<file path="config.mk">
export PLATFORM = sky130hd
export DESIGN_NAME = mc14500b_icu_param
export DESIGN_NICKNAME = d
export VERILOG_FILES = /design/src/rtl/mc14500b_icu_param.sv
export SDC_FILE = /design/constraint.sdc
export NUM_CORES = 2
export LEC_CHECK = 0
export BUFFER_PORTS_ARGS = -buffer_cell sky130_fd_sc_hd__buf_2
export CAP_MARGIN = 20
export CORE_ASPECT_RATIO = 0.8
export CORE_MARGIN = 2
export CORE_UTILIZATION = 40
export DETAILED_ROUTE_END_ITERATION = 7
export GPL_TIMING_DRIVEN = 1
export HOLD_SLACK_MARGIN = 0.02
export SETUP_SLACK_MARGIN = 0.1
export SLEW_MARGIN = 20
export SYNTH_ARGS = -nofsm -noshare
export SYNTH_HDL_FRONTEND = slang
export SYNTH_SLANG_ARGS = --single-unit
export TNS_END_PERCENT = 10
</file>
<file path="constraint.sdc">
create_clock -name clk -period 5.06 [get_ports clk]
set_input_delay 0.759 -clock clk [delete_from_list [all_inputs] [get_ports clk]]
set_output_delay 0.759 -clock clk [all_outputs]
set_load 0.01 [all_outputs]
</file>
<file path="src/rtl/mc14500b_icu_param.sv">
// ---------------------------------------------------------------------------
// mc14500b_icu_param
//
// Purpose:
//   Parametrised 1-bit industrial control unit modelled on the MC14500B, with
//   a built-in program memory. A program is loaded serially while
//   program_write is high. Otherwise the unit executes one instruction per
//   clock. Each instruction acts on NUM_IN input channels and NUM_OUT
//   registered output channels. Compared with the classic part, it adds a
//   JMP/RTN return stack, sticky stack-error flags and a program-full flag.
//
// Instruction word: cmd = {opcode[3:0], addr[ADDR_W-1:0]}
//
// Ports:
//   clk           in   1         clock; all state changes on the rising edge
//   rst_n         in   1         asynchronous active-low reset
//   program_write in   1         1 = load mode (execution halted)
//   program_cmd   in   CMD_W     word written to program memory in load mode
//   data_in       in   NUM_IN    input channels
//   data_out      out  NUM_OUT   registered output channels
//   opcode        out  4         opcode executing this cycle (NOP0 when idle)
//   pc            out  PC_W      program counter
//   rr            out  1         result register
//   write         out  1         STO/STOC executing with OEN=1 to a real output
//   flag_0        out  1         NOP0 executing
//   flag_f        out  1         NOPF executing
//   flag_jmp      out  1         JMP executing
//   flag_rtn      out  1         RTN executing
//   prog_full     out  1         PROG_DEPTH words have been loaded
//   stack_ovf     out  1         sticky: a JMP found the return stack full
//   stack_unf     out  1         sticky: an RTN found the return stack empty
//
// Handshake: there is no valid/ready pair. program_write is a level-sensitive
//   mode select. Every edge with program_write=1 is one load beat, which is
//   accepted when prog_full=0 and dropped silently when prog_full=1.
// ---------------------------------------------------------------------------
module mc14500b_icu_param #(
    parameter int  ADDR_W      = 8,
    parameter int  PROG_DEPTH  = 256,
    parameter int  NUM_IN      = 8,
    parameter int  NUM_OUT     = 8,
    parameter int  STACK_DEPTH = 4,
    localparam int CMD_W       = 4 + ADDR_W,
    localparam int PC_W        = (PROG_DEPTH > 1) ? $clog2(PROG_DEPTH) : 1
) (
    input  logic               clk,
    input  logic               rst_n,
    input  logic               program_write,
    input  logic [CMD_W-1:0]   program_cmd,
    input  logic [NUM_IN-1:0]  data_in,
    output logic [NUM_OUT-1:0] data_out,
    output logic [3:0]         opcode,
    output logic [PC_W-1:0]    pc,
    output logic               rr,
    output logic               write,
    output logic               flag_0,
    output logic               flag_f,
    output logic               flag_jmp,
    output logic               flag_rtn,
    output logic               prog_full,
    output logic               stack_ovf,
    output logic               stack_unf
);

    // The write pointer must be able to hold PROG_DEPTH itself, which marks "full".
    localparam int WP_W = $clog2(PROG_DEPTH + 1);
    // With STACK_DEPTH=0 a one-entry array is still declared to keep it legal.
    // That entry is never written because the stack always reads as full.
    localparam int SD_ALLOC = (STACK_DEPTH > 0) ? STACK_DEPTH : 1;
    localparam int SP_W     = (STACK_DEPTH > 0) ? $clog2(STACK_DEPTH + 1) : 1;
    localparam int unsigned DEPTH_U = PROG_DEPTH;

    typedef enum logic [3:0] {
        OP_NOP0 = 4'h0,
        OP_LD   = 4'h1,
        OP_LDC  = 4'h2,
        OP_AND  = 4'h3,
        OP_ANDC = 4'h4,
        OP_OR   = 4'h5,
        OP_ORC  = 4'h6,
        OP_XNOR = 4'h7,
        OP_STO  = 4'h8,
        OP_STOC = 4'h9,
        OP_IEN  = 4'hA,
        OP_OEN  = 4'hB,
        OP_JMP  = 4'hC,
        OP_RTN  = 4'hD,
        OP_SKZ  = 4'hE,
        OP_NOPF = 4'hF
    } instruction_t;

    // -----------------------------------------------------------------------
    // State
    // -----------------------------------------------------------------------
    logic [CMD_W-1:0]   mem_q [PROG_DEPTH];
    logic [PC_W-1:0]    stack_q [SD_ALLOC];

    logic [WP_W-1:0]    wr_ptr_q, wr_ptr_d;
    logic [PC_W-1:0]    pc_q, pc_d;
    logic [SP_W-1:0]    sp_q, sp_d;
    logic               rr_q, rr_d;
    logic               ien_q, ien_d;
    logic               oen_q, oen_d;
    logic [NUM_OUT-1:0] data_out_q, data_out_d;
    logic               stack_ovf_q, stack_ovf_d;
    logic               stack_unf_q, stack_unf_d;

    // -----------------------------------------------------------------------
    // Decode of the current instruction
    // -----------------------------------------------------------------------
    logic [CMD_W-1:0]   instr;
    instruction_t       op;
    logic [ADDR_W-1:0]  addr;
    logic               d_bit;
    logic               out_ok;
    logic               full_w;
    logic               stack_full;
    logic               stack_empty;
    logic [SP_W-1:0]    top_idx;
    logic [PC_W-1:0]    pc_plus1;
    logic [PC_W-1:0]    pc_plus2;

    logic               mem_we;
    logic               push_en;
    logic [3:0]         opcode_c;
    logic               write_c;
    logic               flag_0_c;
    logic               flag_f_c;
    logic               flag_jmp_c;
    logic               flag_rtn_c;

    // pc arithmetic wraps modulo PROG_DEPTH. This also covers depths that are
    // not a power of two.
    function automatic logic [PC_W-1:0] pc_add(input logic [PC_W-1:0] base,
                                               input int unsigned     inc);
        int unsigned sum;
        sum = 32'(base) + inc;
        sum = sum % DEPTH_U;
        return PC_W'(sum);
    endfunction

    assign full_w      = (wr_ptr_q == WP_W'(PROG_DEPTH));
    assign stack_full  = (int'(sp_q) >= STACK_DEPTH);
    assign stack_empty = (sp_q == '0);
    assign top_idx     = sp_q - 1'b1;
    assign pc_plus1    = pc_add(pc_q, 1);
    assign pc_plus2    = pc_add(pc_q, 2);

    always_comb begin
        instr = '0;
        if (int'(pc_q) < PROG_DEPTH) begin
            instr = mem_q[pc_q];
        end
    end

    assign op   = instruction_t'(instr[CMD_W-1 -: 4]);
    assign addr = instr[ADDR_W-1:0];

    // An operand outside the input range reads as 0. IEN=0 forces the
    // operand to 0 as well.
    always_comb begin
        d_bit = 1'b0;
        for (int i = 0; i < NUM_IN; i++) begin
            if (int'(addr) == i) begin
                d_bit = data_in[i];
            end
        end
        d_bit = d_bit & ien_q;
    end

    assign out_ok = (int'(addr) < NUM_OUT);

    // -----------------------------------------------------------------------
    // Next-state and per-cycle outputs
    // -----------------------------------------------------------------------
    always_comb begin
        wr_ptr_d    = wr_ptr_q;
        pc_d        = pc_q;
        sp_d        = sp_q;
        rr_d        = rr_q;
        ien_d       = ien_q;
        oen_d       = oen_q;
        data_out_d  = data_out_q;
        stack_ovf_d = stack_ovf_q;
        stack_unf_d = stack_unf_q;
        mem_we      = 1'b0;
        push_en     = 1'b0;
        opcode_c    = OP_NOP0;
        write_c     = 1'b0;
        flag_0_c    = 1'b0;
        flag_f_c    = 1'b0;
        flag_jmp_c  = 1'b0;
        flag_rtn_c  = 1'b0;

        if (program_write) begin
            // Load mode. Execution is frozen, and any instruction that was
            // about to execute is dropped.
            pc_d = '0;
            sp_d = '0;
            if (!full_w) begin
                mem_we   = 1'b1;
                wr_ptr_d = wr_ptr_q + 1'b1;
            end
        end else begin
            opcode_c = op;
            pc_d     = pc_plus1;
            case (op)
                OP_NOP0: flag_0_c = 1'b1;
                OP_LD:   rr_d = d_bit;
                OP_LDC:  rr_d = ~d_bit;
                OP_AND:  rr_d = rr_q & d_bit;
                OP_ANDC: rr_d = rr_q & ~d_bit;
                OP_OR:   rr_d = rr_q | d_bit;
                OP_ORC:  rr_d = rr_q | ~d_bit;
                OP_XNOR: rr_d = ~(rr_q ^ d_bit);
                OP_STO, OP_STOC: begin
                    if (oen_q && out_ok) begin
                        write_c = 1'b1;
                        for (int i = 0; i < NUM_OUT; i++) begin
                            if (int'(addr) == i) begin
                                data_out_d[i] = (op == OP_STO) ? rr_q : ~rr_q;
                            end
                        end
                    end
                end
                // The enables latch the result register. A freshly reset
                // unit can therefore turn them on from program code. If they
                // loaded the IEN-gated operand instead, they could never be
                // set again once IEN was 0.
                OP_IEN:  ien_d = rr_q;
                OP_OEN:  oen_d = rr_q;
                OP_JMP: begin
                    flag_jmp_c = 1'b1;
                    pc_d       = PC_W'(addr);
                    if (stack_full) begin
                        stack_ovf_d = 1'b1;
                    end else begin
                        push_en = 1'b1;
                        sp_d    = sp_q + 1'b1;
                    end
                end
                OP_RTN: begin
                    flag_rtn_c = 1'b1;
                    if (stack_empty) begin
                        stack_unf_d = 1'b1;
                    end else begin
                        pc_d = stack_q[top_idx];
                        sp_d = top_idx;
                    end
                end
                OP_SKZ: begin
                    if (!rr_q) begin
                        pc_d = pc_plus2;
                    end
                end
                OP_NOPF: flag_f_c = 1'b1;
            endcase
        end
    end

    // -----------------------------------------------------------------------
    // Registers
    // -----------------------------------------------------------------------
    always_ff @(posedge clk or negedge rst_n) begin
        if (!rst_n) begin
            wr_ptr_q    <= '0;
            pc_q        <= '0;
            sp_q        <= '0;
            rr_q        <= 1'b0;
            ien_q       <= 1'b0;
            oen_q       <= 1'b0;
            data_out_q  <= '0;
            stack_ovf_q <= 1'b0;
            stack_unf_q <= 1'b0;
        end else begin
            wr_ptr_q    <= wr_ptr_d;
            pc_q        <= pc_d;
            sp_q        <= sp_d;
            rr_q        <= rr_d;
            ien_q       <= ien_d;
            oen_q       <= oen_d;
            data_out_q  <= data_out_d;
            stack_ovf_q <= stack_ovf_d;
            stack_unf_q <= stack_unf_d;
        end
    end

    // Program memory and return-stack storage have no reset, so a program
    // survives a reset. Writes are held off while rst_n is low.
    always_ff @(posedge clk) begin
        if (mem_we && rst_n) begin
            mem_q[wr_ptr_q[PC_W-1:0]] <= program_cmd;
        end
    end

    always_ff @(posedge clk) begin
        if (push_en && rst_n) begin
            stack_q[sp_q] <= pc_plus1;
        end
    end

    // -----------------------------------------------------------------------
    // Outputs. While reset is held, the decode is forced idle.
    // -----------------------------------------------------------------------
    assign data_out  = data_out_q;
    assign pc        = pc_q;
    assign rr        = rr_q;
    assign prog_full = full_w;
    assign stack_ovf = stack_ovf_q;
    assign stack_unf = stack_unf_q;
    assign opcode    = rst_n ? opcode_c : OP_NOP0;
    assign write     = rst_n & write_c;
    assign flag_0    = rst_n & flag_0_c;
    assign flag_f    = rst_n & flag_f_c;
    assign flag_jmp  = rst_n & flag_jmp_c;
    assign flag_rtn  = rst_n & flag_rtn_c;

endmodule

</file>
==> impl_metrics.yaml <==
clock_tree:
  clockRootBuffer: "clkbuf_16"
  cts.sinks: 3137
  cts_buffers: 301
  cts_max_path_buffers: 4
  clk_pin_slew_ns: 0.07
  cts_tree: "done"
  htreeDepth: 5
  clk_latency_ns: 0.90
sta:
  max_slew.worst_pin.slew_ns: 1.242
  finalClockSkew_ns: 0.06048
  postLayoutSetupSlackWorst_ns: -0.7154
  slew_violations: 0
  hold_violations: 0
  slew_headroom_pct: 16.91
  rsz0062_at_grt: "yes"
  fmax_ghz: 0.1732
  setup_viol: 9
  period_minus_slack_ns: 5.775
  finalCritPeriodShare_pct: 114.1
detailed_routing:
  routed_wl_um: 368600
  drtIter0Drc: 9885
  wl_per_cell_um: 33.25
  post-route-drc-count: 0
  avgViaCountPerCell: 5.987
  drt-pass1-iter-count: 5
  vias: 66364
  ant_nets: 0
final_layout:
  fillers: 25293
  final_cell_count_no_fill: 11085
  nets: 6841
  drive_above_1_share_pct: 27.05
  final_area_um2: 144100
  final_util_pct: 46.88
  area_growth_pct: 16.66
critical_path:
  critPathBufInv: 6
  reg2reg_slack_ns: 0.01
  crit_path_max_incr_delay_ns: 0.51
  cp-end-kind: "output pin"
  cp-start-kind: "flop"
  cp_top_family: "buffers and inverters"
  critical_path_class: "reg2out"
  cp_slowest_cell: "mux4_2"
  cp_data_required_time_ns: 4.30
  path_cells: "buf_12, buf_12, buf_16, buf_16, mux4_2, mux2_4, a221o_2, o2111ai_2, o211ai_1, buf_4, o311a_4, or2_4, nor2_4, nor4b_4, buf_2"
  crit_start: "pc[0]"
  critPathMaxFanout: 7
  crit_arrival_ns: 5.02
  reg2reg_depth: 20
  reg2reg_from: "pc[0]"
  rr_endpoint: "pc[3]"
synth:
  synth_area_um2: 123500
  synth_async_sr_flop_share_pct: 1.052
  ys_warn_count: 0
  synthCells: 6032
  syn_nets: 6066
  synth_ff_type: "edfxtp_1"
  synth_edf_count: 3104
  ys_seq_area_share_pct: 76.12
  yosysUniqueCellTypes: 97
  avgSynthCellArea_um2: 20.48
  yosys_register_bits: 3137
hold_path:
  hp-start: "program_cmd[5]"
  hold_path_end: "mem_q[38][5]"
  hold-path-cell-count: 1
  hp-class: "in2reg"
die:
  core_um2: 307400
  die_w_um: 625.3
  die_area_um2: 313300
  rows: 182
  dieHeight_um: 501.1
  ioPinCount: 52
  initial_core_util_pct: 40.19
pwr:
  p_total_w: 0.07312
  powerDensity_nw_per_um2: 507.3
  ir_drop_v: 0.0003658
  leakagePower_nw: 46.57
outcome:
  outcome: "finished, violations left"
  violations: "setup timing"
place:
  port_buffers: 51
  dpl-instance-area_um2: 132400
  dp.cells: 10456
  gp_congestion: 0.9107
  hpwl_um: 228000
global_routing:
  antenna_found_initial: 17
  grt_pass1_wl_um: 510000
  grt_max_degree: 137
  grt_pass1_vias: 64034
  grt_usage_pct: 23.11
  grt_overflow: 0
flow_run:
  cap_violations: 0
[synthesized netlist by cell type (all sizes together) (4+ instances only)]
cell type  instances  area share, %
nand3             30           0.13
o21ai             67           0.27
a221o             13           0.11
a2bb2oi            5          0.035
a31oi              8          0.053
a221oi            66           0.48
buf              205            1.7
o211ai            16          0.097
a22o              27           0.19
a21oi            142           0.58
xnor2             19           0.14
mux4             518            9.7
nand2            185           0.56
mux2              39           0.36
edfxtp          3104             75
and3               4          0.025
dfrtp             33           0.67
o22ai             81           0.41
o221ai           120           0.85
clkbuf           159           0.72
and2              20           0.10
o2111a             4          0.037
nor2             316           0.97
mux2i            558            4.5
a22oi             67           0.41
a211oi            53           0.34
nor4               5          0.030
nand4              5          0.025
nor3              17          0.069
o2111ai            5          0.041
inv               22          0.067
a2111oi           12           0.10
a211o             29           0.21
nor2b             14          0.071
ha                11           0.11
[stage by stage]
stage | hold slack (ns) | setup WS, ns | setup TNS (ns)
global route | 0.3936 | -0.7217 | -4.794
finish | 0.3828 | -0.7154 | -4.734
global placement | 0.4695 | -0.3313 | -1.031
detailed placement | 0.4633 | -0.3100 | -1.547
floorplan | 0.4414 | 1.081 | 0
CTS | 0.3644 | -0.6095 | -3.414
[logic make-up (layout without fill, tap and decap cells)]
group | after synthesis | in the layout | synth area share, %
multiplexers | 1115 | 1115 | 14.54
other | 0 | 6 | 0
buffers and inverters | 390 | 1389 | 2.533
AND/OR/NAND/NOR | 613 | 613 | 2.097
AO/OA/AOI/OAI | 744 | 744 | 4.440
XOR/XNOR | 22 | 22 | 0.1621
adder cells (fa/ha/maj) | 11 | 11 | 0.1114
flip-flops | 3137 | 3137 | 76.12
[final cells by class]
class | count | area, um^2 | share of cell area, %
clock inverters | 154 | 1460 | 1.013
inverters | 25 | 97.59 | 0.06772
multi-input cells | 2505 | 27260 | 18.91
clock buffers | 373 | 7993 | 5.546
well taps | 4048 | 5065 | 3.514
flip-flops and latches | 3137 | 94060 | 65.26
repair buffers | 837 | 8173 | 5.671
diodes | 6 | 15.01 | 0.01042
[what timing repair did]
action,in CTS,in global routing
pin swaps,35,22
setup buffers,65,15
endpoints found under the hold margin,13,0
endpoints found under the setup margin,51,43
resized for setup,184,34
cloned,17,0
hold buffers,1,0
[per-layer routing]
layer	global-route usage, %	vias to the layer above	share of wire, %
met1	34.42	35162	42
li1	-	26665	-
met2	33.19	3944	43
met3	6.337	581	12
met5	0	-	0.022
met4	6.511	12	3.0
[layout by cell type (no fill, tap or decap), drive strengths merged, types with 33 or more instances in the layout]
cell type  Yosys  layout
edfxtp      3104    3104
o221ai       120     120
mux2i        558     558
clkinv         3     112
o21ai         67      67
nor2         316     316
clkbuf       159     375
nand2        185     185
buf          205     823
mux2          39      39
a22oi         67      67
mux4         518     518
o22ai         81      81
a211oi        53      53
dfrtp         33      33
a21oi        142     142
inv           22      33
a221oi        66      66
[state kept, by name, summed over array words and instances, names as in the netlist]
signal / flops
mem_q: 3072
pc: 8
wr_ptr_q: 9
oen_q: 1
stack_unf: 1
rr: 1
data_out: 8
stack_ovf: 1
sp_q: 3
stack_q: 32
ien_q: 1
[report_power, final]
part | internal (W) | switching, W
combinational | 0.00908 | 0.0128
sequential | 0.0288 | 0.000253
clock | 0.0125 | 0.00970
total | 0.0504 | 0.0227
[worst max-delay path by stage]
| stage | to | slack, ns | depth (start not counted) |
|---|---|---|---|
| finish | flag_0 | -0.72 | 15 |
| global route | flag_0 | -0.72 | 15 |
| CTS | write | -0.61 | 18 |
| detailed placement | write | -0.31 | 17 |
| global placement | write | -0.33 | 17 |
| floorplan | flag_0 | 1.08 | 11 |
Note: power is estimated with default switching activity, not from simulation.
